==> config.mk <==
export PLATFORM = sky130hd
export DESIGN_NAME = wb_stage_ctrl
export DESIGN_NICKNAME = d
export VERILOG_FILES = /design/src/rtl/y86_pkg.sv /design/src/rtl/wb_pipe_reg.sv /design/src/rtl/wb_stage_ctrl.sv
export SDC_FILE = /design/constraint.sdc
export NUM_CORES = 1
export LEC_CHECK = 0
export BUFFER_PORTS_ARGS = -buffer_cell sky130_fd_sc_hd__buf_2
export CORE_AREA = 4 4 189 191
export DETAILED_ROUTE_END_ITERATION = 12
export DIE_AREA = 0 0 193 195
export GPL_ROUTABILITY_DRIVEN = 1
export PLACE_DENSITY = 0.45
export SETUP_SLACK_MARGIN = 0.3
export SLEW_MARGIN = 25
export SYNTH_ARGS = -nofsm -noshare
export SYNTH_HDL_FRONTEND = slang
export SYNTH_SLANG_ARGS = --single-unit
==> constraint.sdc <==
create_clock -name clk_i -period 3.45 [get_ports clk_i]
set_input_delay 0.1725 -clock clk_i [delete_from_list [all_inputs] [get_ports clk_i]]
set_output_delay 0.1725 -clock clk_i [all_outputs]
set_load 0.01 [all_outputs]
==> src/rtl/y86_pkg.sv <==
// y86_pkg: shared Y86-64 status codes, icodes and the writeback FSM state type
package y86_pkg;
   typedef enum logic [2:0] {
      S_BUB = 3'd0,
      S_AOK = 3'd1,
      S_HLT = 3'd2,
      S_ADR = 3'd3,
      S_INS = 3'd4
   } stat_e;
   typedef enum logic [3:0] {
      I_HALT   = 4'h0,
      I_NOP    = 4'h1,
      I_RRMOVQ = 4'h2,
      I_IRMOVQ = 4'h3,
      I_RMMOVQ = 4'h4,
      I_MRMOVQ = 4'h5,
      I_OPQ    = 4'h6,
      I_JXX    = 4'h7,
      I_CALL   = 4'h8,
      I_RET    = 4'h9,
      I_PUSHQ  = 4'hA,
      I_POPQ   = 4'hB
   } icode_e;
   // RNONE is the all-ones register address at whatever width REG_AW gives,
   // so each user derives it locally as '1.
   typedef enum logic {
      RUN     = 1'b0,
      STOPPED = 1'b1
   } wb_state_e;
endpackage

==> src/rtl/wb_pipe_reg.sv <==
// wb_pipe_reg: W pipeline register with hold > bubble > load priority
// Ports: clk_i/rst_n_i (async active-low), hold_i freezes, bubble_i loads a NOP,
//        d_*_i next contents from the M stage, q_*_o registered W contents.
module wb_pipe_reg
   import y86_pkg::*;
#(
   parameter int DATA_W = 64,
   parameter int REG_AW = 4
) (
   input  logic              clk_i,
   input  logic              rst_n_i,
   input  logic              hold_i,
   input  logic              bubble_i,
   input  logic [2:0]        d_stat_i,
   input  logic [3:0]        d_icode_i,
   input  logic [DATA_W-1:0] d_valE_i,
   input  logic [DATA_W-1:0] d_valM_i,
   input  logic [REG_AW-1:0] d_dstE_i,
   input  logic [REG_AW-1:0] d_dstM_i,
   output logic [2:0]        q_stat_o,
   output logic [3:0]        q_icode_o,
   output logic [DATA_W-1:0] q_valE_o,
   output logic [DATA_W-1:0] q_valM_o,
   output logic [REG_AW-1:0] q_dstE_o,
   output logic [REG_AW-1:0] q_dstM_o
);
   logic [2:0]        stat_q, stat_d;
   logic [3:0]        icode_q, icode_d;
   logic [DATA_W-1:0] valE_q, valE_d, valM_q, valM_d;
   logic [REG_AW-1:0] dstE_q, dstE_d, dstM_q, dstM_d;
   always_comb begin
      stat_d  = hold_i ? stat_q  : bubble_i ? S_AOK : d_stat_i;
      icode_d = hold_i ? icode_q : bubble_i ? I_NOP : d_icode_i;
      valE_d  = hold_i ? valE_q  : bubble_i ? '0    : d_valE_i;
      valM_d  = hold_i ? valM_q  : bubble_i ? '0    : d_valM_i;
      dstE_d  = hold_i ? dstE_q  : bubble_i ? '1    : d_dstE_i;
      dstM_d  = hold_i ? dstM_q  : bubble_i ? '1    : d_dstM_i;
   end
   always_ff @(posedge clk_i or negedge rst_n_i) begin
      if (!rst_n_i) begin
         stat_q  <= S_AOK;
         icode_q <= I_NOP;
         valE_q  <= '0;
         valM_q  <= '0;
         dstE_q  <= '1;
         dstM_q  <= '1;
      end else begin
         stat_q  <= stat_d;
         icode_q <= icode_d;
         valE_q  <= valE_d;
         valM_q  <= valM_d;
         dstE_q  <= dstE_d;
         dstM_q  <= dstM_d;
      end
   end
   assign q_stat_o  = stat_q;
   assign q_icode_o = icode_q;
   assign q_valE_o  = valE_q;
   assign q_valM_o  = valM_q;
   assign q_dstE_o  = dstE_q;
   assign q_dstM_o  = dstM_q;
endmodule

==> src/rtl/wb_stage_ctrl.sv <==
// wb_stage_ctrl: Y86-64 writeback stage - W register, regfile write ports, stop FSM, counters
// Ports: clk_i/rst_n_i (async active-low); stall_i/bubble_i W register control;
//        m_*_i M-stage results; W_*_o registered W contents; rf_* two regfile write
//        ports; cpu_stat_o/stopped_o architectural status; *_cnt_o perf counters.
// Macro WB_PERF_EN: when defined the retire/bubble counters exist, else they read 0.
module wb_stage_ctrl
   import y86_pkg::*;
#(
   parameter int DATA_W = 64,
   parameter int REG_AW = 4,
   parameter int CNT_W  = 32
) (
   input  logic              clk_i,
   input  logic              rst_n_i,
   input  logic              stall_i,
   input  logic              bubble_i,
   input  logic [2:0]        m_stat_i,
   input  logic [3:0]        m_icode_i,
   input  logic [DATA_W-1:0] m_valE_i,
   input  logic [DATA_W-1:0] m_valM_i,
   input  logic [REG_AW-1:0] m_dstE_i,
   input  logic [REG_AW-1:0] m_dstM_i,
   output logic [2:0]        W_stat_o,
   output logic [3:0]        W_icode_o,
   output logic [DATA_W-1:0] W_valE_o,
   output logic [DATA_W-1:0] W_valM_o,
   output logic [REG_AW-1:0] W_dstE_o,
   output logic [REG_AW-1:0] W_dstM_o,
   output logic              rf_weE_o,
   output logic [REG_AW-1:0] rf_waddrE_o,
   output logic [DATA_W-1:0] rf_wdataE_o,
   output logic              rf_weM_o,
   output logic [REG_AW-1:0] rf_waddrM_o,
   output logic [DATA_W-1:0] rf_wdataM_o,
   output logic [2:0]        cpu_stat_o,
   output logic              stopped_o,
   output logic [CNT_W-1:0]  retired_cnt_o,
   output logic [CNT_W-1:0]  bubble_cnt_o
);
   localparam logic [REG_AW-1:0] RNONE = '1;
   wb_state_e state_q, state_d;
   logic run, aok, fault, collision;
   wb_pipe_reg #(.DATA_W(DATA_W), .REG_AW(REG_AW)) u_wreg (
      .clk_i     (clk_i),
      .rst_n_i   (rst_n_i),
      .hold_i    (!run || stall_i),
      .bubble_i  (bubble_i),
      .d_stat_i  (m_stat_i),
      .d_icode_i (m_icode_i),
      .d_valE_i  (m_valE_i),
      .d_valM_i  (m_valM_i),
      .d_dstE_i  (m_dstE_i),
      .d_dstM_i  (m_dstM_i),
      .q_stat_o  (W_stat_o),
      .q_icode_o (W_icode_o),
      .q_valE_o  (W_valE_o),
      .q_valM_o  (W_valM_o),
      .q_dstE_o  (W_dstE_o),
      .q_dstM_o  (W_dstM_o)
   );
   assign run       = (state_q == RUN);
   assign aok       = (W_stat_o == S_AOK);
   assign fault     = !aok && (W_stat_o != S_BUB);
   // popq %rsp writes the same register from both ports; the loaded value (M) wins
   assign collision = (W_dstE_o == W_dstM_o) && (W_dstE_o != RNONE);
   assign rf_weE_o    = (W_dstE_o != RNONE) && aok && run && !collision;
   assign rf_weM_o    = (W_dstM_o != RNONE) && aok && run;
   assign rf_waddrE_o = W_dstE_o;
   assign rf_wdataE_o = W_valE_o;
   assign rf_waddrM_o = W_dstM_o;
   assign rf_wdataM_o = W_valM_o;
   assign cpu_stat_o  = (W_stat_o == S_BUB) ? S_AOK : W_stat_o;
   assign stopped_o   = !run;
   always_comb begin
      state_d = (run && fault) ? STOPPED : state_q;
   end
   always_ff @(posedge clk_i or negedge rst_n_i) begin
      if (!rst_n_i) state_q <= RUN;
      else state_q <= state_d;
   end
`ifdef WB_PERF_EN
   logic [CNT_W-1:0] retired_q, retired_d, bubble_q, bubble_d;
   logic adv, is_bub;
   assign adv    = run && !stall_i;
   assign is_bub = (W_icode_o == I_NOP) && (W_dstE_o == RNONE) && (W_dstM_o == RNONE);
   always_comb begin
      bubble_d  = (adv && is_bub) ? bubble_q + CNT_W'(1) : bubble_q;
      retired_d = (adv && !is_bub && aok) ? retired_q + CNT_W'(1) : retired_q;
   end
   always_ff @(posedge clk_i or negedge rst_n_i) begin
      if (!rst_n_i) begin
         retired_q <= '0;
         bubble_q  <= '0;
      end else begin
         retired_q <= retired_d;
         bubble_q  <= bubble_d;
      end
   end
   assign retired_cnt_o = retired_q;
   assign bubble_cnt_o  = bubble_q;
`else
   assign retired_cnt_o = '0;
   assign bubble_cnt_o  = '0;
`endif
endmodule

==> metrics.md, run 1 <==
| Metric | Value |
|---|---|
| Critical path's slowest cell | `or2_4` |
| Run status | `completed` |
| CP endpoint kind | `flop` |
| Clk_lat worst skew | `0.44 ns` |
| Worst path arrival time | `2.24 ns` |
| Clk_skew | `0.0109 ns` |
| I/O pins | `496` |
| Routing usage on met3 | `3.25%` |
| Num CTS Buffers | `17` |
| Family with the most delay on the worst path | `simple AND/OR/NAND/NOR gates` |
| Switching Fraction | `34.6%` |
| Startpoint Class | `flop` |
| Global-route wire length before repair | `35.3 mm` |
| Gpl congestion | `0.695` |
| Utilization after layout | `31.9%` |
| CP max stage delay | `0.73 ns` |
| Vias | `6,311` |
| Cell Area, Synth | `7660 sq um` |
| Number of global-route vias before repair | `6,394` |
| Die area | `37,600 sq um` |
| Fmax | `0.512 GHz` |
| Count of cell types in the netlist | `20` |
| Clk pin slew, worst setup/hold paths | `0.06 ns` |
| Post-DP HPWL | `16.8 mm` |
| Post-synthesis cell count | `837` |
| Crit share post-route | `56.6%` |
| Top cells by count, synth | `buf_4 (200), nand2_1 (144), o21ai_1 (140), dfrtp_1 (134), nand2b_1 (133)` |
| Share of layout cells above drive strength 1 | `38.0%` |
| # diodes | `0` |
| PortBufs | `431` |
| Switching Power | `2.27 mW` |
| Ys flop type | `dfrtp_1` |
| CTS H-tree depth | `4` |
| Largest net degree at the start of global routing | `89` |
| Post-Route WL | `23.5 mm` |
| # setup viols final | `0` |
| Residual DRC count | `0` |
| Crit path required time | `3.74 ns` |
| Synth warn | `0` |
| Max FO, Critical Path | `88` |
| Max_cap viols | `0` |
| Seq cells post-synth | `144` |
| Async SR Flop Fraction | `100%` |
| Met1 Usage GRT | `13.4%` |
| CP Buf/Inv Count | `1` |
| CTS Buffer Depth | `2` |
| CTS tree | `done` |
| Initial Util | `22.5%` |
| Area delta synth->final | `42.2%` |
| Die Width | `193 microns` |
| Top cells by area, synth | `dfrtp_1 (44%), buf_4 (20%), nand2b_1 (11%), o21ai_1 (9.1%), nand2_1 (7.1%)` |
| Avg Synthesized Cell Area | `9.15 sq um` |
| Fin Setup TNS | `0 ns` |
| Nets | `1,393` |
| Gr ovfl total | `0` |
| Unrepaired setup endpoints after global routing | `false` |
| CTS root buffer | `clkbuf_16` |
| GR peak layer | `met2` |
| DRT Pass-1 Iters | `4` |
| Leakage | `5.78 nW` |
| Post-layout min period | `1.95 ns` |
| Post-route ant nets | `0` |
| Count leader, synth | `buf_4` |
| Num rows | `68` |
| Pins Over Slew Limit | `0` |
| Postcts setup bufs | `0` |
| Initial antenna violation count | `1` |
| DR iter-0 viols | `143` |
| Power per cell area | `602 nW/um^2` |
| Worst-Margin Slew | `0.921 ns` |
| Register share of total power | `39.1%` |
| Pint | `4.29 mW` |
| Comb pwr share | `31.6%` |
| Sink Count | `144` |
| Post-DR wirelength/cell | `13.7 microns` |
| PostCTS Resize Cnt | `0` |
| Final count of hold timing violations | `0` |
| Via density | `3.68` |
| Worst hold-check path type | `input port to flop` |
| Global Route Usage Sum | `12.0%` |
| Rel. slew slack | `38.6%` |
| Clk pwr share | `29.3%` |
| EDFF count, synth | `0` |
| Sequential share of the synthesized area | `47.2%` |
| Synth top area share | `43.8%` |
| Floorplan core area | `34,100 sq um` |
| Die span in y | `195 microns` |
| GR Util met2 | `21.8%` |
| Post-synth top area cell | `dfrtp_1` |
| Worst vdd rail ir drop | `0.340 mV` |
| Critical path type | `flop to flop` |
| Crit-path cells | `or2_4 > buf_4 > o21ai_0` |
==> state kept, by name (all words and copies together) (netlist names) <==
register / count
stopped_o: 1
u_wreg.q_dstE_o: 4
u_wreg.q_icode_o: 4
u_wreg.q_stat_o: 3
u_wreg.q_valM_o: 64
u_wreg.q_dstM_o: 4
u_wreg.q_valE_o: 64
==> placed cells by master, fill, tap and decap left out <==
cell             n
xor2_1           4
buf_12           3
o21ai_0          3
nand2_1        144
dfstp_2         10
nor3_1           2
bufinv_16        3
clkbuf_16       17
clkinv_4         1
nand2b_1       133
buf_2          429
conb_1          64
buf_6            1
clkbuf_1         2
nor2_1          10
o21ai_1        140
clkinv_2         4
nor4_1           1
clkinvlp_4       2
clkbuf_8         3
dlygate4sd3_1  139
and4_1           1
inv_1            1
a41oi_1          1
o21bai_1         1
dfrtp_1        134
or2_4            1
buf_4            5
==> final cells by class <==
cell class | count | area (sq um)
Fill cell | 3616 | 23200
Multi-Input combinational cell | 505 | 2450
Clock inverter | 10 | 134
Sequential cell | 144 | 3620
Inverter | 1 | 3.75
Clock buffer | 22 | 474
Timing Repair Buffer | 577 | 3650
Tap cell | 455 | 569
==> metrics by stage <==
step / hold slack [ns] / cells / cell area [sq um] / total power [mW] / setup slack (ns)
2_1_floorplan: -0.123 / 900 / 7900 / 3.99 / 2.07
3_3_place_gp: 0.279 / 1543 / 8900 / 4.57 / 1.54
3_5_place_dp: 0.274 / 1543 / 8900 / 4.59 / 1.52
4_1_cts: 0.0117 / 1714 / 10900 / 6.70 / 1.50
5_1_grt: 0.0267 / 1714 / 10900 / 7.02 / 1.29
6_report: 0.0300 / 1714 / 10900 / 6.56 / 1.50
==> worst paths after layout <==
check                                                  endpoint  slack (ns)                             from  cells past startpoint
worst max-delay path            u_wreg.q_valM_o[40]$_DFFE_PN0N_        1.50            stopped_o$_DFFE_PN0P_                      3
worst min-delay path            u_wreg.q_valE_o[36]$_DFFE_PN0N_        0.03                     m_valE_i[36]                      3
worst max register to register  u_wreg.q_valM_o[40]$_DFFE_PN0N_        1.50            stopped_o$_DFFE_PN0P_                      3
worst min register to register  u_wreg.q_icode_o[0]$_DFFE_PN1N_        0.46  u_wreg.q_icode_o[0]$_DFFE_PN1N_                      2
max in group asynchronous       u_wreg.q_valE_o[48]$_DFFE_PN0N_        2.28                          rst_n_i                      3
min in group asynchronous       u_wreg.q_valM_o[44]$_DFFE_PN0N_        0.36                          rst_n_i                      2
==> worst register-to-register path: cells and delay by family, from the launching register on <==
kind	cells	cell delay [ns]
simple gates	1	0.73
buf+inv	1	0.53
flops	1	0.36
compound gates	1	0.18
==> cells by family (layout without fill, tap and decap cells) <==
group	Yosys count	count (layout)	synth area share, %
AO/OA/AOI/OAI	145	145	9.55
buffers and inverters	251	610	23.9
AND/OR/NAND/NOR	292	292	18.8
XOR/XNOR	4	4	0.457
flip-flops	144	144	47.2
other	1	64	0.0489
==> power by group through the flow <==
| stage | clock network (mW) | logic (mW) | registers, mW |
|---|---|---|---|
| finish | 1.93 | 2.07 | 2.57 |
| global route | 2.07 | 2.30 | 2.65 |
| CTS | 2.00 | 2.11 | 2.59 |
| detailed placement | 0 | 1.98 | 2.61 |
| global placement | 0 | 1.97 | 2.60 |
| floorplan | 0 | 1.29 | 2.71 |
==> timing repair <==
action | CTS | global route
hold buffers | 139 | 0
hold endpoints to repair | 199 | 0
endpoints found under the setup margin | 0 | 0
==> metal layers <==
layer / wire length [microns] / share of wire, %
met5: 13 / 0.055
met4: 346 / 1.5
met3: 1830 / 7.8
met2: 12100 / 51
met1: 9220 / 39
Power figures use the tool's default switching activity.
==> run 2: changes to the inputs <==
--- a/config.mk
+++ b/config.mk
@@ -6,11 +6,11 @@
 export NUM_CORES = 1
 export LEC_CHECK = 0
 export BUFFER_PORTS_ARGS = -buffer_cell sky130_fd_sc_hd__buf_2
-export CORE_AREA = 4 4 189 191
+export CORE_AREA = 4 4 188 190
 export DETAILED_ROUTE_END_ITERATION = 12
-export DIE_AREA = 0 0 193 195
+export DIE_AREA = 0 0 192 194
 export GPL_ROUTABILITY_DRIVEN = 1
-export PLACE_DENSITY = 0.45
+export PLACE_DENSITY = 0.47
 export SETUP_SLACK_MARGIN = 0.3
 export SLEW_MARGIN = 25
 export SYNTH_ARGS = -nofsm -noshare
==> constraint.sdc (replaced) <==
create_clock -name clk_i -period 1.6 [get_ports clk_i]
set_input_delay 0.08 -clock clk_i [delete_from_list [all_inputs] [get_ports clk_i]]
set_output_delay 0.08 -clock clk_i [all_outputs]
set_load 0.01 [all_outputs]
==> run 2 against run 1 <==
Effect of this change:
- the flow now finishes with violations (negative setup slack)
- first-iteration DRC count is 17% higher
- cell count up 5.5%
- critical path depth grew 1
- critical path type is now flop to output port
- highest routed layer is now met4
- clock power grew 130%
- sequential power rose by 120%
- global-route usage grew 3.5 points
- sequential share of layout area down 7.2 points
- total power up 140%
- worst setup slack worse by 1.6 ns
- final area increased by 28%
- utilization grew 9.7 points
==> metrics.md, run 2 (synthesis gave the netlist of run 1 again) <==
| Metric | Value |
|---|---|
| Run status | `complete, but fails checks` |
| Violated checks | `negative setup slack` |
| Vias | `7,310 (+16%)` |
| Crit path from | `u_wreg.q_dstM_o[1]$_DFFE_PN1N_` |
| Worst path arrival time | `1.58 ns (-0.66 ns)` |
| Global-route wire length before repair | `44.5 mm (+26%)` |
| Most frequent cells in the layout | `buf_2 (410), dlygate4sd3_1 (144), nand2b_1 (133), dfrtp_1 (131), o21ai_2 (115)` |
| Post-DR wirelength/cell | `17.1 microns (+25%)` |
| Slack of the critical path | `-0.0581 ns (-1.56 ns)` |
| DR iter-0 viols | `168 (+17%)` |
| Rel. slew slack | `65.4% (+27 points)` |
| Initial antenna violation count | `1 (unchanged)` |
| Unrepaired setup endpoints after global routing | `true` |
| Startpoint Class | `flop` |
| I/O pins | `496 (unchanged)` |
| Sink Count | `144 (unchanged)` |
| Crit share post-route | `104%` |
| Worst vdd rail ir drop | `0.691 mV (+100%)` |
| Pins Over Slew Limit | `0 (unchanged)` |
| DRT Pass-1 Iters | `4 (unchanged)` |
| # setup viols final | `30 (+30)` |
| Utilization after layout | `41.7% (+9.7 points)` |
| Die Width | `192 microns (-0.52%)` |
| Gpl congestion | `0.729 (+4.9%)` |
| CP endpoint kind | `output port` |
| Gr ovfl total | `0 (unchanged)` |
| Area delta synth->final | `81.9%` |
| Pre-CTS setup slack | `0.0864 ns (-1.43 ns)` |
| Clk_lat worst skew | `0.43 ns (about the same)` |
| CTS Buffer Depth | `2 (unchanged)` |
| CTS H-tree depth | `4 (unchanged)` |
| Fmax | `0.603 GHz` |
| Fillcell total | `3,170 (-12%)` |
| Max FO, Critical Path | `2 (-98%)` |
| Total power | `15.9 mW (+140%)` |
| Global Route Usage Sum | `15.4% (+3.5 points)` |
| Via density | `4.04 (+9.8%)` |
| Power per cell area | `1140 nW/um^2 (+89%)` |
| Num rows | `67 (-1.5%)` |
| Die area | `37,200 sq um (-1.0%)` |
| Hold Startpoint | `stall_i` |
| Residual DRC count | `0 (unchanged)` |
| CTS root buffer | `clkbuf_16` |
| Worst hold-check path type | `input port to flop` |
| Post-layout min period | `1.66 ns` |
| FF-to-FF path depth | `8 (+5)` |
| Initial Util | `22.9% (+0.45 points)` |
| Nets | `1,493 (+7.2%)` |
| Final count of hold timing violations | `0 (unchanged)` |
| Die span in y | `194 microns (-0.51%)` |
| Clk_skew | `0.0113 ns (+0.000345 ns)` |
| Largest net degree at the start of global routing | `82 (-7.9%)` |
| Reg2Reg Launch Point | `stopped_o$_DFFE_PN0P_` |
| CTS tree | `done` |
| PortBufs | `431 (unchanged)` |
| Leakage | `7.07 nW (+22%)` |
| WHS Path Cells | `3 (unchanged)` |
| Worst-Margin Slew | `0.519 ns (-0.403 ns)` |
| Num CTS Buffers | `17 (unchanged)` |
| Post-route ant nets | `0 (unchanged)` |
| Number of global-route vias before repair | `7,591 (+19%)` |
| Clk pin slew, worst setup/hold paths | `0.07 ns (about the same)` |
| Share of layout cells above drive strength 1 | `57.8% (+20 points)` |
| Commonest non-fill, non-tap cell in the layout | `buf_2` |
| Post-Route WL | `30.9 mm (+31%)` |
| Floorplan core area | `33,400 sq um (-2.0%)` |
| Max_cap viols | `0 (unchanged)` |
| Critical path type | `flop to output port` |
| Crit path required time | `1.52 ns (-2.22 ns)` |
| Post-DP HPWL | `17.2 mm (+2.4%)` |
==> run 2: cell types whose count changed in the layout (fill, tap and decap cells not counted), moves of 5 or more <==
cell           change
buf_2             -19
o21ai_2          +115
nand2_4           +50
o21ai_1          -113
nand2_1           -89
nand2_2           +39
buf_6             +38
dlygate4sd3_1      +5
buf_12            +25
buf_16            +37
or2_4              +6
==> run 2: final timing paths <==
kind                                                    to  slack (ns)
max                                               rf_weE_o       -0.06
min                         u_wreg.q_dstE_o[1]$_DFFE_PN1N_        0.16
max reg2reg                 u_wreg.q_dstE_o[3]$_DFFE_PN1N_       -0.03
min reg2reg                u_wreg.q_icode_o[0]$_DFFE_PN1N_        0.47
max in group asynchronous  u_wreg.q_valE_o[53]$_DFFE_PN0N_        0.77
min in group asynchronous  u_wreg.q_valE_o[63]$_DFFE_PN0N_        0.18
==> run 2: per-layer routing <==
layer | track usage [%] | part of all wire [%]
met1 | 16.9 | 37
met2 | 29.1 | 55
met3 | 2.79 | 5.4
met4 | 5.97 | 2.5
met5 | 0 | 0
==> run 2: area by class of cell <==
| cell class | count | area [sq um] | area share [%] |
|---|---|---|---|
| diodes | 1 | 2.50 | 0.0180 |
| clock buffers | 20 | 437 | 3.13 |
| clock inverters | 12 | 184 | 1.32 |
| inverters | 1 | 3.75 | 0.0269 |
| multi-input cells | 511 | 3450 | 24.8 |
| flip-flops and latches | 144 | 3620 | 26.0 |
| well taps | 448 | 561 | 4.02 |
| repair buffers | 671 | 5680 | 40.7 |
==> run 2: power by group <==
group | leakage, nW | switching (mW) | internal [mW] | total, mW
Clock | 0.295 | 1.72 | 2.63 | 4.35
Sequential | 1.85 | 1.05 | 4.65 | 5.70
Combinational | 4.92 | 2.92 | 2.92 | 5.84
Total | 7.07 | 5.69 | 10.2 | 15.9
==> run 2: repair_timing <==
item	in CTS	in global routing
endpoints found under the setup margin	133	164
hold buffers	144	0
hold endpoints to repair	190	0
pin swaps	113	65
gates resized for setup	270	121
gates cloned	37	7
buffers inserted	33	7
==> run 2: worst max-delay path, cell delays in order (launching register included) <==
cell and delay (ns):
dfstp_2 0.54, xor2_1 0.07, nor4_2 0.32, nor3_2 0.07
buf_2 0.15
==> run 2: per-stage QoR <==
step                      TNS, ns  instance area [sq um]  hold WS, ns  cells
after detailed placement        0                   8990       0.0783   1547
after global routing        -4.29                  13900        0.170   1808
after floorplan                 0                   7900       -0.216    900
after CTS                  -0.553                  13300        0.148   1793
final                      -0.438                  13900        0.162   1808
after global placement          0                   8990       0.0718   1547
